$ cat src/rtl/collision_ctrl.sv
// Player/enemy collision, freeze/respawn/game-over sequencing, lives and score on the game tick.
// Optional INVULN_EN adds a post-respawn grace window during which overlap is ignored.
module collision_ctrl #(
  parameter int CAR_W        = 80,
  parameter int CAR_H        = 121,
  parameter int SCREEN_H     = 480,
  parameter int LIVES        = 3,
  parameter int FREEZE_TICKS = 120
`ifdef INVULN_EN
  , parameter int GRACE_TICKS = 60
`endif
) (
  input  logic        logic_clk,
  input  logic        reset,
  input  logic [9:0]  player_x,
  input  logic [9:0]  player_y,
  input  logic [9:0]  enemy_x,
  input  logic [9:0]  enemy_y,
  output logic        collision,
  output logic        respawn,
  output logic [3:0]  lives,
  output logic [15:0] score,
  output logic        game_over,
  output logic        invuln
);

  localparam int CW = (FREEZE_TICKS < 1) ? 1 : $clog2(FREEZE_TICKS + 1);

  typedef enum logic [1:0] {PLAY, HIT, RESPAWN, OVER} state_t;

  state_t          state;
  logic            pass_seen;
  logic [CW-1:0]   tick_cnt;
  logic            ovl;
  logic            passed;
  logic            grace_block;

  // 11-bit sums so a car near the right/bottom edge cannot wrap into a false overlap
  assign ovl = ({1'b0, enemy_x} < ({1'b0, player_x} + 11'(CAR_W))) &&
               ({1'b0, player_x} < ({1'b0, enemy_x} + 11'(CAR_W))) &&
               ({1'b0, enemy_y} < ({1'b0, player_y} + 11'(CAR_H))) &&
               ({1'b0, player_y} < ({1'b0, enemy_y} + 11'(CAR_H)));

  assign passed = ({1'b0, enemy_y} >= 11'(SCREEN_H));

`ifdef INVULN_EN
  localparam int GW = (GRACE_TICKS < 1) ? 1 : $clog2(GRACE_TICKS + 1);
  logic [GW-1:0] grace_cnt;

  assign grace_block = (grace_cnt != '0);

  always_ff @(posedge logic_clk) begin
    if (reset) begin
      grace_cnt <= '0;
      invuln    <= 1'b0;
    end else if (state == RESPAWN) begin
      grace_cnt <= GW'(GRACE_TICKS);
      invuln    <= (GRACE_TICKS != 0);
    end else if (grace_cnt != '0) begin
      grace_cnt <= grace_cnt - GW'(1);
      invuln    <= (grace_cnt != GW'(1));
    end
  end
`else
  assign grace_block = 1'b0;

  always_ff @(posedge logic_clk) begin
    invuln <= 1'b0;
  end
`endif

  // tick_cnt is loaded with FREEZE_TICKS so HIT spans FREEZE_TICKS+1 ticks before the respawn pulse
  always_ff @(posedge logic_clk) begin
    if (reset) begin
      state     <= PLAY;
      collision <= 1'b0;
      respawn   <= 1'b0;
      lives     <= 4'(LIVES);
      score     <= 16'd0;
      game_over <= 1'b0;
      pass_seen <= 1'b0;
      tick_cnt  <= '0;
    end else begin
      respawn <= 1'b0;
      if (!passed) pass_seen <= 1'b0;
      case (state)
        PLAY: begin
          if (ovl && !grace_block) begin
            state     <= HIT;
            collision <= 1'b1;
            lives     <= lives - 4'd1;
            tick_cnt  <= CW'(FREEZE_TICKS);
          end else if (passed && !pass_seen) begin
            score     <= score + 16'd1;
            pass_seen <= 1'b1;
            respawn   <= 1'b1;
          end
        end
        HIT: begin
          if (lives == 4'd0) begin
            state     <= OVER;
            game_over <= 1'b1;
          end else if (tick_cnt == '0) begin
            state     <= RESPAWN;
            collision <= 1'b0;
            respawn   <= 1'b1;
          end else begin
            tick_cnt <= tick_cnt - CW'(1);
          end
        end
        RESPAWN: begin
          // the freshly respawned enemy must not be scored as a pass
          state     <= PLAY;
          pass_seen <= 1'b1;
        end
        OVER: begin
          collision <= 1'b1;
          game_over <= 1'b1;
          lives     <= 4'd0;
        end
        default: state <= PLAY;
      endcase
    end
  end

endmodule

$ cat config.mk
export PLATFORM = sky130hd
export DESIGN_NAME = collision_ctrl
export DESIGN_NICKNAME = d
export VERILOG_FILES = /design/src/rtl/collision_ctrl.sv
export SDC_FILE = /design/constraint.sdc
export NUM_CORES = 1
export LEC_CHECK = 0
export CAP_MARGIN = 20
export CORE_MARGIN = 2
export CORE_UTILIZATION = 45
export CTS_CLUSTER_SIZE = 14
export DETAILED_ROUTE_END_ITERATION = 6
export PLACE_DENSITY = 0.73
export SYNTH_ARGS = -nofsm -noshare
export SYNTH_HDL_FRONTEND = slang
export SYNTH_SLANG_ARGS = --single-unit
$ cat constraint.sdc
create_clock -name logic_clk -period 4.28 [get_ports logic_clk]
set_input_delay 0.428 -clock logic_clk [delete_from_list [all_inputs] [get_ports logic_clk]]
set_output_delay 0.428 -clock logic_clk [all_outputs]
set_load 0.02 [all_outputs]
* Yosys cells after proc, flatten, opt, wreduce, memory -nomap -nowiden
Index checks and enable logic that the tools add are counted. W data, S select, Z words.
Operators by class: add/sub/neg operators 7, order comparisons 5, equality and inequality tests 9, mux-type cells 25, bitwise gates (word level) 1, reductions and logical operators 19
Operators with widths (count):
- $add A10 B7 Y11 const B | 4
- $lt A10 B11 Y1 | 4
- $mux W7 | 3
- $add A16 B1 Y16 const B | 1
- $pmux W7 S2 | 1
- $mux W1 | 11
- $ge A10 B9 Y1 const B | 1
- $ne A2 B2 Y1 const B | 5
- $pmux W4 S2 | 1
- $reduce_and A4 Y1 | 2
- $logic_not A7 Y1 | 1
- $sub A7 B1 Y7 const B | 1
- $mux W2 | 3
- $pmux W1 S2 | 3
- $pmux W2 S3 | 1
- $reduce_and A3 Y1 | 2
- $reduce_bool A2 Y1 | 3
- $reduce_bool A3 Y1 | 2
- $eq A2 B2 Y1 const B | 2
- $logic_and A1 B1 Y1 | 4
- $logic_not A4 Y1 | 1
- $mux W4 | 1
- $reduce_and A2 Y1 | 2
- $sub A4 B1 Y4 const B | 1
- 6 further kinds | 6
Word-level totals: flip-flop bits (word level) 33, bits of input ports 42, output and inout bits 24, word-level logic and storage cells 74

* Depth between registers and ports, before layout
depth after elaboration 7, mapped depth 16, depth with buffers taken out 13

* Worst setup path before layout
No wires, ideal clock.
kind input to register, start input player_y[0], end register lives[1], setup time 122 ps, data arrival time 3210 ps, data required time 4158 ps, setup slack 948 ps, stages on the path 15, buffers on the path 2, cells stage by stage ha_1 a211o_1 nor2_1 xnor2_1 ha_1 nand2_1 a2111o_1 o211ai_2 a31o_1 a2111oi_2 buf_6 and2_1 buf_2 a21oi_1 a221o_1
Between the ends: word-level cells in the longest chain between the ends 6, elaborated cells on any way between the ends 7, classes of those cells add/sub (1); order compare (2); eq/ne (1); reduce/logical (3)
RTL lines:
- start, declared | RTL line 16 | input logic [9:0] player_y,
- $add A10 B7 Y11 | RTL line 41 | ({1'b0, enemy_y} < ({1'b0, player_y} + 11'(CAR_H))) &&
- $lt A10 B11 Y1 | RTL line 41
- $logic_and A1 B1 Y1 | RTL line 40 | ({1'b0, player_x} < ({1'b0, enemy_x} + 11'(CAR_W))) &&
- $logic_and A1 B1 Y1 * | RTL line 41
- $ne A2 B2 Y1 (no line) *
- $reduce_and A2 Y1 (no line) *
- end signal, assigned | RTL line 78 | lives <= 4'(LIVES);
- end signal, assigned | RTL line 91 | lives <= lives - 4'd1;
- end, declared | RTL line 21 | output logic [3:0] lives,
Mark *: on every way between the ends. The rest lies on a longest branch, timed or not. A chain may end at the register's enable or synchronous reset.

* Worst setup path in the final report
start input player_y[2], end register score[12]
Between the ends: word-level cells in the longest chain between the ends 6, elaborated cells on any way between the ends 7, classes of those cells add/sub (1); order compare (2); bitwise (1); reduce/logical (3)
RTL lines:
- $add A10 B7 Y11 | RTL line 41
- $lt A10 B11 Y1 | RTL line 41
- $logic_and A1 B1 Y1 | RTL line 40
- $logic_and A1 B1 Y1 * | RTL line 41
- $not A1 Y1 (no line) *
- $reduce_and A3 Y1 (no line) *
- end signal, assigned | RTL line 94 | score <= score + 16'd1;
- end, declared | RTL line 22 | output logic [15:0] score,
Marks and branches as above.

==> results_dict.tcl <==
set metrics [dict create \
    final_antenna_net_count 0 \
    placed_area_mm2 0.00366 \
    wire_per_inst_um 13.7 \
    setup_viol 0 \
    leakage_nw 1.48 \
    first_pass_iters 4 \
    hpwlAfterDp_mm 5.42 \
    cts_made_buffers 5 \
    crit_arrival_ps 3930 \
    clk_pin_slew_ps 70 \
    final_core_util_pct 59.0 \
    endpoint_kind "flip-flop" \
    clock-sinks 33 \
    grt_pass1_vias 2590 \
    finalCritPeriodShare_pct 86.6 \
    gp_congestion 0.882 \
    ctsResizeCount 0 \
    htree_levels 2 \
    clock-skew-final_ps 5.13 \
    fin_area_mm2 0.00375 \
    ys_warn_count 0 \
    tightest_slew_ps 543 \
    cap_violations 0 \
    grt_overflow_total 0 \
    pwr-share-clk_pct 22.6 \
    critical_path_class "in -> reg" \
    place_ws_ps 268 \
    grt_start_max_net_pins 24 \
    antenna_found_initial 0 \
    routed_wl_mm 6.85 \
    netlist-cell-type-count 57 \
    maxSlewHeadroom_pct 63.3 \
    cts_hold_buf 0 \
    place.port_buffers 64 \
    p_sw_share_pct 37.2 \
    synth.area.top_cells "dfxtp_1 (22%), ha_1 (19%), a21oi_1 (5.6%)" \
    syn_area_mm2 0.00296 \
    area_delta_synth_final_pct 26.5 \
    grt_pass1_wl_mm 11.6 \
    num_antenna_cells 0 \
    cts_max_path_buffers 2 \
    synthArstFlopShare_pct 0 \
    grt_use_total_pct 19.0 \
    via_count 2796 \
    min_period_ps 3710 \
    r2r_cells 7 \
    internal_power_uw 645 \
    synth_top_area_share_pct 22.3 \
    ioPinCount 66 \
    cp_max_fo 14 \
    power.switching_uw 382 \
    drive_above_1_share_pct 4.48 \
    synth_seq_area_share_pct 22.3 \
    core_area_mm2 0.00635 \
    die_h_um 85.2 \
    vias_per_cell 5.58 \
    cts_tree "yes" \
    hold_class "reg -> reg" \
    worst_path_max_delay_cell "or4_1" \
    holdWs_ps 468 \
    drtIter0Drc 104 \
    syn_nets 447 \
    synth-seq-cells 33 \
    peakVddDrop_v 0.000195 \
    synth_area_per_cell_um2 8.21 \
    yosys.area.top_type "dfxtp_1" \
    drv_slew 0 \
    power.density_mw_per_mm2 274 \
    combinationalPowerShare_pct 40.0 \
    finalSetupTns_ps 0 \
    synth_cells 361 \
    crit_top_cell "nand2_1" \
    yosysMostFrequentCell "ha_1" \
    required_ps 4510 \
    synth_edf_count 0 \
    die_area_mm2 0.00725 \
    max_clock_freq_ghz 0.270 \
    clk_latency_ps 290 \
    timing.final.ws_setup_ps 574 \
    hold_violations 0 \
    slowest_delay_ps 510 \
    drcViolationCount 0 \
    power.share.sequential_pct 37.4 \
    rows 29 \
    post-cts-setup-buffer-count 0 \
    clockRootBuffer "clkbuf_8" \
    start_kind "input pin" \
    die_w_um 85.2 \
    cp_cell_sequence "clkdlybuf4s50_1 > nand3_1 > nor3b_1 > nand2_1 > xnor2_1 > ha_1 > nand2_1 > a2111o_1 > o211ai_2 > a31o_1 > a2111oi_2 > and2_1 > buf_4 > or4_1 > a21oi_1" \
    outcome "completed" \
    rsz0062_at_grt "false" \
    yosys-top-cells-count "ha_1 (44), a21oi_1 (33), dfxtp_1 (33), nor2_1 (27), nand2_1 (25)" \
    ys.flop_type "dfxtp_1" \
    hold_path_depth 1 \
    start_util_pct 46.7 \
    fin_nets 509 \
]
[metrics by stage]
step                std cells  power [mW]
finish                    501        1.03
floorplan                 361       0.658
CTS                       501        1.04
global route              501        1.11
detailed placement        493       0.799
global placement          493       0.790
[worst paths after layout]
kind	startpoint	to	slack, ps
min reg2reg	tick_cnt[6]$_SDFFE_PP0P_	tick_cnt[6]$_SDFFE_PP0P_	470
max reg2reg	state[0]$_SDFFE_PP0P_	score[14]$_SDFFE_PP0P_	1970
min	tick_cnt[6]$_SDFFE_PP0P_	tick_cnt[6]$_SDFFE_PP0P_	470
max	player_y[2]	score[12]$_SDFFE_PP0P_	570
[worst max-delay path: cells and delay by family]
family                     cells  cell delay, ps
and+or+nand+nor                6            1460
xor gates and xnor gates       1             140
AOI/OAI and AO/OA              5             880
buffers and inverters          2             700
adders and majority gates      1             300
[area by class of cell]
| type | count | area [µm²] |
|---|---|---|
| clock buffer | 5 | 68.8 |
| clock inverter | 3 | 17.5 |
| fill | 578 | 2600 |
| inverter | 23 | 86.3 |
| multi-input combinational | 291 | 2140 |
| sequential | 33 | 661 |
| tap | 77 | 96.3 |
| timing repair buffer | 69 | 678 |
[layer usage]
metal  routed length (µm)  vias to the layer above  global-route usage (%)
li1                     -                     1451                       -
met1                 3200                     1288                    25.0
met2                 3320                       50                    32.7
met3                  263                        7                    2.72
met4                   66                        0                    4.33
met5                    0                        -                       0
[power by group through the flow]
stage / sequential [mW] / clock, mW / combinational [mW]
finish: 0.384 / 0.232 / 0.411
global route: 0.392 / 0.253 / 0.461
CTS: 0.384 / 0.239 / 0.413
detailed placement: 0.390 / 0 / 0.409
global placement: 0.391 / 0 / 0.399
floorplan: 0.395 / 0 / 0.264
[layout by cell type, fill, tap and decap left out, drive strengths merged, types with 2 or more instances in the layout]
cell	n
or3	3
nand3	11
o2111ai	2
xor2	12
nand3b	4
a21o	5
nand2b	3
clkinv	2
nor2	27
o31ai	9
nor4	2
nand4	5
o41ai	3
dfxtp	33
nand2	25
inv	23
o21ai	11
a2111oi	2
xnor2	17
nor3b	3
clkbuf	5
or4	3
a31o	2
and3	6
ha	44
nor2b	3
o211ai	3
or3b	2
a211o	5
and2	3
nor3	15
a21oi	33
clkdlybuf4s50	64
buf	5
a32oi	2
a211oi	9
[flip-flops by register name (all words and copies together), names as in the netlist]
register   count
lives          4
pass_seen      1
respawn        1
game_over      1
score         16
state          2
collision      1
tick_cnt       7
[cells by family (layout without fill, tap and decap cells)]
| kind of cell | Yosys count | count (layout) | synth area share (%) |
|---|---|---|---|
| multiplexers | 1 | 1 | 0.380 |
| buffers and inverters | 37 | 100 | 5.49 |
| other | 1 | 1 | 0.127 |
| XOR/XNOR | 29 | 29 | 8.57 |
| AO/OA/AOI/OAI | 98 | 98 | 24.3 |
| adder cells (fa/ha/maj) | 44 | 44 | 18.6 |
| AND/OR/NAND/NOR | 118 | 118 | 20.3 |
| flip-flops | 33 | 33 | 22.3 |
No activity file was read; power rests on OpenSTA's default activity.
